`config.mk`:
```
export PLATFORM = sky130hd
export DESIGN_NAME = demux_rr_sched
export DESIGN_NICKNAME = d
export VERILOG_FILES = /design/src/rtl/demux_sched_pkg.sv /design/src/rtl/demux_rr_sched_pick.sv /design/src/rtl/demux_rr_sched.sv
export SDC_FILE = /design/constraint.sdc
export NUM_CORES = 1
export LEC_CHECK = 0
export BUFFER_PORTS_ARGS = -buffer_cell sky130_fd_sc_hd__clkbuf_2
export CORE_UTILIZATION = 25
export DETAILED_ROUTE_END_ITERATION = 6
export MAX_ROUTING_LAYER = met4
export PLACE_DENSITY = 0.43
export SLEW_MARGIN = 15
export SYNTH_ARGS = -nofsm -noshare
export SYNTH_HDL_FRONTEND = slang
export SYNTH_HIERARCHICAL = 1
export SYNTH_SLANG_ARGS = --single-unit
```
`constraint.sdc`:
```
create_clock -name clk -period 4.6 [get_ports clk]
set_input_delay 1.38 -clock clk [delete_from_list [all_inputs] [get_ports clk]]
set_output_delay 1.38 -clock clk [all_outputs]
set_load 0.005 [all_outputs]
```
`src/rtl/demux_sched_pkg.sv`:
```
// ---------------------------------------------------------------------------
// demux_sched_pkg
//
// Purpose : Shared definitions for the round-robin demux scheduler.
//           Holds the channel count, channel index width, the scheduler
//           state enumeration and a one-hot helper used to build the
//           per-channel grant vector from a channel index.
//
// Contents:
//   NUM_CH        - number of requesters sharing the demux (4)
//   CH_W          - width of a channel index (2)
//   sched_state_t - IDLE / GRANT / GAP scheduler states
//   onehot4(ch)   - 4-bit one-hot vector with bit 'ch' set
// ---------------------------------------------------------------------------
package demux_sched_pkg;

    localparam int NUM_CH = 4;
    localparam int CH_W   = 2;

    // IDLE  : nobody owns the demux, waiting for a request
    // GRANT : one channel owns the demux, enable is high
    // GAP   : single dead cycle between grants so sig never moves while enabled
    typedef enum logic [1:0] {
        IDLE  = 2'd0,
        GRANT = 2'd1,
        GAP   = 2'd2
    } sched_state_t;

    // Turns a channel index into the matching one-hot grant vector.
    function automatic logic [NUM_CH-1:0] onehot4(input logic [CH_W-1:0] ch);
        return 4'b0001 << ch;
    endfunction

endpackage

```
`src/rtl/demux_rr_sched_pick.sv`:
```
// ---------------------------------------------------------------------------
// rr_pick4
//
// Purpose : Purely combinational round-robin picker for four requesters.
//           The search starts at the channel after the most recently served
//           one and wraps around, so the last served channel is considered
//           last; it can still win when it is the only requester.
//
// Ports:
//   req     [3:0] in  - per-channel request bits
//   last_ch [1:0] in  - channel that was served most recently
//   valid         out - at least one request is pending
//   ch      [1:0] out - winning channel (holds last_ch when nothing wins)
// ---------------------------------------------------------------------------
module rr_pick4
    import demux_sched_pkg::*;
(
    input  logic [NUM_CH-1:0] req,
    input  logic [CH_W-1:0]   last_ch,
    output logic              valid,
    output logic [CH_W-1:0]   ch
);

    // Walk the four offsets 1..4 from last_ch. The 2-bit add wraps on its
    // own, and offset 4 lands back on last_ch so it is checked last. The
    // first set bit found wins; later hits are ignored via the valid flag.
    always_comb begin
        logic [CH_W-1:0] idx;
        valid = 1'b0;
        ch    = last_ch;
        idx   = last_ch;
        for (int i = 1; i <= NUM_CH; i++) begin
            idx = last_ch + CH_W'(i);
            if (!valid && req[idx]) begin
                valid = 1'b1;
                ch    = idx;
            end
        end
    end

endmodule

```
`src/rtl/demux_rr_sched.sv`:
```
// ---------------------------------------------------------------------------
// demux_rr_sched
//
// Purpose : Round-robin scheduler sharing a 1-to-4 demux between four
//           requesters. Exactly one requester owns the routing path at a
//           time; each grant lasts at most MAX_HOLD cycles, and a single
//           dead cycle is inserted between grants so the demux select never
//           changes while the demux is enabled.
//
// Parameters:
//   MAX_HOLD - maximum consecutive enabled cycles per grant (1..255)
//
// Ports:
//   clk            in  - clock, all state changes on the rising edge
//   rst_n          in  - synchronous active-low reset
//   req      [3:0] in  - per-channel requests, bit i asks for output i
//   sched_en       in  - allows new grants; a running grant always finishes
//   enable         out - demux enable
//   sig      [1:0] out - demux select, current or most recent grant
//   grant    [3:0] out - one-hot owner while enable is high, else zero
//   timeout        out - one-cycle pulse when a grant ends on hold expiry
// ---------------------------------------------------------------------------
module demux_rr_sched
    import demux_sched_pkg::*;
#(
    parameter int MAX_HOLD = 8
)
(
    input  logic              clk,
    input  logic              rst_n,
    input  logic [NUM_CH-1:0] req,
    input  logic              sched_en,
    output logic              enable,
    output logic [CH_W-1:0]   sig,
    output logic [NUM_CH-1:0] grant,
    output logic              timeout
);

    localparam int HOLD_W = $clog2(MAX_HOLD + 1);
    localparam logic [HOLD_W-1:0] HOLD_MAX = HOLD_W'(MAX_HOLD);

    sched_state_t      state;
    sched_state_t      state_nxt;
    logic [HOLD_W-1:0] hold_cnt;
    logic [HOLD_W-1:0] hold_cnt_nxt;
    logic [CH_W-1:0]   last_ch;
    logic [CH_W-1:0]   last_ch_nxt;
    logic [CH_W-1:0]   sig_nxt;
    logic [NUM_CH-1:0] grant_nxt;
    logic              enable_nxt;
    logic              timeout_nxt;

    logic              pick_valid;
    logic [CH_W-1:0]   pick_ch;

    // Current owner still asking, and current owner out of hold budget.
    logic              owner_req;
    logic              hold_done;

    // The picker only matters in IDLE and GAP. In GAP last_ch has already
    // been updated to the channel just served, so it naturally drops to the
    // back of the queue for the next arbitration.
    rr_pick4 u_pick (
        .req     (req),
        .last_ch (last_ch),
        .valid   (pick_valid),
        .ch      (pick_ch)
    );

    assign owner_req = req[sig];
    assign hold_done = (hold_cnt == HOLD_MAX);

    // State register and every registered output. Reset puts last_ch at 3
    // so channel 0 is first in line once reset is released.
    always_ff @(posedge clk) begin
        if (!rst_n) begin
            state    <= IDLE;
            hold_cnt <= '0;
            last_ch  <= CH_W'(NUM_CH - 1);
            sig      <= '0;
            grant    <= '0;
            enable   <= 1'b0;
            timeout  <= 1'b0;
        end else begin
            state    <= state_nxt;
            hold_cnt <= hold_cnt_nxt;
            last_ch  <= last_ch_nxt;
            sig      <= sig_nxt;
            grant    <= grant_nxt;
            enable   <= enable_nxt;
            timeout  <= timeout_nxt;
        end
    end

    // Next-state logic. In GRANT a dropped request is checked before hold
    // expiry so that a release on the last allowed cycle is not reported
    // as a timeout. sched_en only gates the start of a new grant.
    always_comb begin
        state_nxt = state;
        case (state)
            IDLE: begin
                if (sched_en && pick_valid) begin
                    state_nxt = GRANT;
                end
            end
            GRANT: begin
                if (!owner_req || hold_done) begin
                    state_nxt = GAP;
                end
            end
            GAP: begin
                if (sched_en && pick_valid) begin
                    state_nxt = GRANT;
                end else begin
                    state_nxt = IDLE;
                end
            end
            default: begin
                state_nxt = IDLE;
            end
        endcase
    end

    // Output logic: computes the values the output registers take at the
    // next edge. sig is held outside GRANT so it always shows the most
    // recent owner; timeout is only ever raised on the GRANT->GAP edge, so
    // it lives for exactly the one GAP cycle. hold_cnt starts at 1 with the
    // first enabled cycle and saturates at MAX_HOLD by construction.
    always_comb begin
        hold_cnt_nxt = '0;
        last_ch_nxt  = last_ch;
        sig_nxt      = sig;
        grant_nxt    = '0;
        enable_nxt   = 1'b0;
        timeout_nxt  = 1'b0;
        case (state)
            IDLE, GAP: begin
                if (state_nxt == GRANT) begin
                    sig_nxt      = pick_ch;
                    grant_nxt    = onehot4(pick_ch);
                    enable_nxt   = 1'b1;
                    hold_cnt_nxt = HOLD_W'(1);
                end
            end
            GRANT: begin
                if (state_nxt == GAP) begin
                    last_ch_nxt = sig;
                    timeout_nxt = owner_req;
                end else begin
                    grant_nxt    = grant;
                    enable_nxt   = 1'b1;
                    hold_cnt_nxt = hold_cnt + HOLD_W'(1);
                end
            end
            default: begin
                hold_cnt_nxt = '0;
            end
        endcase
    end

endmodule

```
After elaboration in Yosys (flattened, before gate mapping)
Index checks and enable logic that the tools add are counted.
- $add $sub $neg: 4
- mux-type cells: 31
- order comparisons: 5
- shifts and indexed selects: 1
- reductions and logical operators: 14
- eq/ne operators: 6
- operator list (operator ; number):
    $pmux W4 S2 ; 2
    $lt A2 B3 Y1 const B ; 5
    $mux W1 ; 13
    $mux W2 ; 6
    $mux W4 ; 3
    $bmux W1 S2 ; 5
    $pmux W2 S3 ; 1
    $add A2 B2 Y2 const B ; 2
    $add A4 B1 Y4 const B ; 1
    $eq A2 B1 Y1 const B ; 2
    $eq A2 B2 Y1 const B ; 2
    $eq A4 B4 Y1 const B ; 1
    $logic_and A1 B1 Y1 ; 4
    $logic_not A1 Y1 ; 4
    $reduce_and A2 Y1 ; 2
    $shl A1 B2 Y4 const A ; 1
    $reduce_and A3 Y1 ; 1
    $add A2 B1 Y2 const B ; 1
    $logic_not A2 Y1 ; 1
    $ne A2 B2 Y1 const B ; 1
    $pmux W1 S2 ; 1
    $reduce_or A2 Y1 ; 1
    $logic_or A1 B1 Y1 ; 1
- register bits after elaboration: 16
- input bits: 7
- word-level logic and storage cells: 68

Logic depth before layout (Yosys ltp)
- depth in word-level cells: 19
- depth in mapped cells: 5

Cells and area by module
The synthesis kept the hierarchy.
- modules (own cells, without submodules) (module ; instances ; cells each ; sequential area each (sq um) ; area each (sq um)):
    demux_rr_sched ; 1 ; 64 ; 320.3 ; 659.4
    rr_pick4 ; 1 ; 14 ; 0.0 ; 82.6

Worst setup path after synthesis
No wires, ideal clock.
- kind: input-to-reg
- start: in req[3]
- end: reg grant[3]
- arrival: 2.363 ns
- setup time: 0.117 ns
- buffers on the path: 0
- cell stages on the path: 4
- slack: 2.119 ns
- cell sequence: or4_1 > nand4b_1 > inv_1 > a32o_1
- word-level cells in the longest chain between the ends: 18
- RTL lines (item ; RTL line ; RTL):
    start, declared ; demux_rr_sched.sv:31 ; input logic [NUM_CH-1:0] req,
    $bmux W1 S2 ; demux_rr_sched_pick.sv:34 ; if (!valid && req[idx]) begin
    $mux W1 (implied by the code) ; demux_rr_sched_pick.sv:34 ;
    $mux W1 ; demux_rr_sched_pick.sv:34 ;
    $logic_not A1 Y1 ; demux_rr_sched_pick.sv:34 ;
    $logic_and A1 B1 Y1 ; demux_rr_sched_pick.sv:34 ;
    $mux W1 ; demux_rr_sched_pick.sv:34 ;
    $logic_not A1 Y1 ; demux_rr_sched_pick.sv:34 ;
    $logic_and A1 B1 Y1 ; demux_rr_sched_pick.sv:34 ;
    [2 not listed] ; - ;
    $logic_and A1 B1 Y1 ; demux_rr_sched_pick.sv:34 ;
    $mux W1 ; demux_rr_sched_pick.sv:34 ;
    $logic_and A1 B1 Y1 ; demux_rr_sched.sv:102, demux_rr_sched.sv:112 ;
    $mux W1 or $mux W2 (tied branches) ; demux_rr_sched.sv:112, demux_rr_sched.sv:102 ;
    $pmux W2 S3 ; demux_rr_sched.sv:100 ; case (state)
    $eq A2 B1 Y1 ; demux_rr_sched.sv:138 ; if (state_nxt == GRANT) begin
    $mux W4 ; demux_rr_sched.sv:138 ;
    $pmux W4 S2 ; demux_rr_sched.sv:136 ; case (state)
    end signal, assigned ; demux_rr_sched.sv:89 ; grant <= grant_nxt;
    end, declared ; demux_rr_sched.sv:35 ; output logic [NUM_CH-1:0] grant,
Several ways; a longest one is shown, not always the timed one. The select of a mux whose other input is x is not followed.
A chain may end at the register's enable or synchronous reset.

Worst setup path in the final report
- start: in req[3]
- end: reg grant[3]
- word-level cells in the longest chain between the ends: 18
- RTL lines (item ; RTL line ; RTL):
    $bmux W1 S2 ; demux_rr_sched_pick.sv:34 ;
    $mux W1 (implied by the code) ; demux_rr_sched_pick.sv:34 ;
    $mux W1 ; demux_rr_sched_pick.sv:34 ;
    $logic_not A1 Y1 ; demux_rr_sched_pick.sv:34 ;
    $logic_and A1 B1 Y1 ; demux_rr_sched_pick.sv:34 ;
    $mux W1 ; demux_rr_sched_pick.sv:34 ;
    $logic_not A1 Y1 ; demux_rr_sched_pick.sv:34 ;
    $logic_and A1 B1 Y1 ; demux_rr_sched_pick.sv:34 ;
    [3 not listed] ; - ;
    $mux W1 * ; demux_rr_sched_pick.sv:34 ;
    via pick_valid ; demux_rr_sched.sv:53 ; logic pick_valid;
    $logic_and A1 B1 Y1 * ; demux_rr_sched.sv:102, demux_rr_sched.sv:112 ;
    $mux W1 or $mux W2 (tied branches) ; demux_rr_sched.sv:112, demux_rr_sched.sv:102 ;
    $pmux W2 S3 * ; demux_rr_sched.sv:100 ;
    $eq A2 B1 Y1 ; demux_rr_sched.sv:138 ;
    $mux W4 ; demux_rr_sched.sv:138 ;
    $pmux W4 S2 ; demux_rr_sched.sv:136 ;
Mark *: on every way through the listed nets, which the timed path passes. The rest lies on a longest branch. The select of a mux whose other input is x is not followed.

==> summary.md <==
| Metric | Value |
|---|---|
| Worst slew pin tran | about 440 ps |
| Deepest level of the CTS H-tree | 1 |
| Post-synth ARST share | 0% |
| Antenna diode count | 0 |
| Commonest cells after routing, fill and taps aside | dfxtp_1 (16), clkbuf_2 (14), inv_1 (8) |
| Post-detailed-route via-to-cell ratio | approximately 4.8 |
| Total CTS buffers | 3 |
| Standby leakage power | 0.407 nW |
| Final Setup Violations | 0 |
| Global-route wire length before repair | between 2 and 3 mm |
| Pwr per Cell Area | approximately 330 mW/mm^2 |
| Maximum operating frequency | roughly 410 MHz |
| Share of the clock period used by the worst path | a little over half |
| Final RePlAce weighted congestion | 0.741 |
| Average size of a mapped cell | roughly 9.5 sq um |
| Hold/Removal Path Class | reg2reg |
| Arrival time reported for the critical path endpoint | around 2600 ps |
| Data required, critical path | between 4000 and 5000 ps |
| CTS tree | yes |
| Final routed wirelength across all metal layers | 1.56 mm |
| Initial antenna violation count | 0 |
| Count of input and output buffers | 14 |
| Clock latency on the worst-skew pair | 290 ps |
| Count of antenna-violating nets left after detailed routing | 0 |
| Number of nets in the finished design | 105 |
| Number of buffers added to fix hold violations after cts | 0 |
| Share of layout cells above drive strength 1 | 25.3% |
| Floorplan die height | roughly 56 um |
| Critical Path End Type | register |
| Unrepaired setup endpoints after global routing | false |
| CTS-repair resized insts | 0 |
| Flop pwr share | a little over half |
| Area growth syn-to-layout | 19.1% |
| Number of fill cells in the layout | between 200 and 300 |
| GRT Overall Usage | ~11% |
| Half-perimeter wire length after detailed placement | approximately 1.2 mm |
| Vias in the first global route | between 500 and 600 |
| Post-synthesis net count | 87 |
| Post-synthesis instance area | roughly 740 sq um |
| Final routed wire length divided by cell count | 12.4 um |
| Clock period minus final worst setup slack | between 2000 and 2500 ps |
| Total Die Area | about 0.0032 sq mm |
| Maximum capacitance violations | 0 |
| Crit start category | input pin |
| Core area | approximately 0.0028 sq mm |
| Net switching component of the power | about 0.000077 W |
| Overall overflow remaining after global route | 0 |
| Relative contribution of the clock network to total power | about a third |
| CTS Sinks | 16 |
| Run status | completed |
| Fraction of power spent switching nets | 26.4% |
| Largest net degree at the start of global routing | 12 |
| Via Count | between 600 and 700 |
| Internal power summed over all cells | between 0.0002 and 0.00025 W |
| Synth warnings | 6 |
| Cell count after synthesis | between 70 and 80 |
| Remaining max-slew budget at the tightest pin | a little over two thirds |
| Number of endpoints with negative hold slack in the final report | 0 |
| Category of the most critical setup path | in2reg |
| Number of DRC violations after detailed routing | 0 |
| Maximum VDD drop | 0.000119 V |
| Buffer type at the clock tree root | clkbuf_4 |
| Starting density of the core | 26.7% |
| Horiz. Die Dim | 56.5 um |
| Clk_skew | 3.37 ps |
| Row cnt | 19 |
| Setup TNS after final layout | 0 ps |
| Critical-path maximum fanout | 7 |
| Most frequently used flop master after synthesis | dfxtp_1 |
| Minimum hold slack | approximately 480 ps |
| Library cells used by synthesis | 33 |
| Most frequent standard cell in the layout excluding fill and tap cells | dfxtp_1 |
| Initial DRC Count | 10 |
| Max clock buf depth | 2 |
| Register bit count reported by yosys | 16 |
| Clock-pin transition on the worst setup and hold timing paths | about 100 ps |
| Gate power share | between 10 and 15% |
| DR pass1 iterations | 4 |
| IO Count | 15 |
| Post-CTS Setup Bufs | 0 |
| Fraction of the yosys area taken by sequential cells | between 40% and 50% |
| Number of enable-type register cells in the synthesized netlist | 0 |
| Number of pins exceeding their max-slew limit in the final report | 0 |
## state kept, by name, indices dropped and copies added, names as in the netlist
name and cells:
sig 2, enable 1, grant 4, last_ch 2, hold_cnt 4, state 2
timeout 1
## cell type report
cell class	instances	area (sq um)	share of cell area (%)
Timing Repair Buffer	14	70.1	7.93
Sequential cell	16	320	36.3
Inverter	8	30.0	3.40
Multi-Input combinational cell	53	388	43.9
Clock buffer	4	36.3	4.11
Tap cell	31	38.8	4.39
## cell families after synthesis
| logic type | after synthesis | share of synthesized area (%) |
|---|---|---|
| flip-flops | 16 | 43.2 |
| XOR/XNOR | 2 | 2.36 |
| multiplexers | 5 | 8.43 |
| AO/OA/AOI/OAI | 15 | 15.3 |
| adder cells (fa/ha/maj) | 2 | 3.37 |
| buffers and inverters | 9 | 4.55 |
| AND/OR/NAND/NOR | 29 | 22.8 |
## metrics by stage
| stage | std cells | instance area [sq um] | total power (W) | setup WS (ps) | utilization, % |
|---|---|---|---|---|---|
| after global routing | 126 | 883 | 0.000306 | 2140 | 31.8 |
| final | 126 | 883 | 0.000291 | 2180 | 31.8 |
| after global placement | 122 | 847 | 0.000199 | 1880 | 30.5 |
| after CTS | 126 | 883 | 0.000296 | 2190 | 31.8 |
| after detailed placement | 122 | 847 | 0.000199 | 1870 | 30.5 |
| after floorplan | 78 | 742 | 0.000183 | 2120 | - |
## power groups by stage
stage	Sequential (W)	Clock, W	Combinational (W)
after floorplan	0.000155	0	0.0000281
after global placement	0.000156	0	0.0000430
after detailed placement	0.000156	0	0.0000427
after CTS	0.000153	0.0000998	0.0000430
after global routing	0.000154	0.000105	0.0000476
final	0.000152	0.0000960	0.0000426
## cells in the mapped netlist (2+ instances only)
| library cell | number | area (sq um) |
|---|---|---|
| dfxtp_1 | 16 | 320 |
| inv_1 | 8 | 30.0 |
| nor2_1 | 5 | 18.8 |
| nor2b_1 | 5 | 31.3 |
| mux2i_1 | 4 | 40.0 |
| nand2_1 | 4 | 15.0 |
| a21boi_0 | 2 | 15.0 |
| a21oi_1 | 2 | 10.0 |
| a22o_1 | 2 | 17.5 |
| and2_2 | 2 | 15.0 |
| ha_1 | 2 | 25.0 |
| nand3_1 | 2 | 10.0 |
| nand3b_1 | 2 | 15.0 |
| nor3_1 | 2 | 10.0 |
| o221ai_1 | 2 | 17.5 |
## metal layers
metal	up-vias	part of all wire (%)	track usage, %
met1	279	51	14.4
met2	14	43	16.3
met4	0	1.7	8.36
met3	2	4.5	2.07
met5	-	0	-
li1	313	-	-
## worst max-delay path, stage by stage
cell and delay [ps]:
clkbuf_2 130, or4_1 560, nand4b_1 230, inv_1 70, a32o_1 250
## final timing paths
check | startpoint | endpoint | slack [ps] | cells after the start
setup / recovery | req[3] | grant[3]$_SDFFE_PN0P_ | 2180 | 5
hold / removal | grant[3]$_SDFFE_PN0P_ | grant[3]$_SDFFE_PN0P_ | 480 | 1
setup reg to reg | sig[0]$_SDFFE_PN0P_ | grant[2]$_SDFFE_PN0P_ | 2960 | 3
hold reg to reg | grant[3]$_SDFFE_PN0P_ | grant[3]$_SDFFE_PN0P_ | 480 | 1
Power figures use the tool's default switching activity.
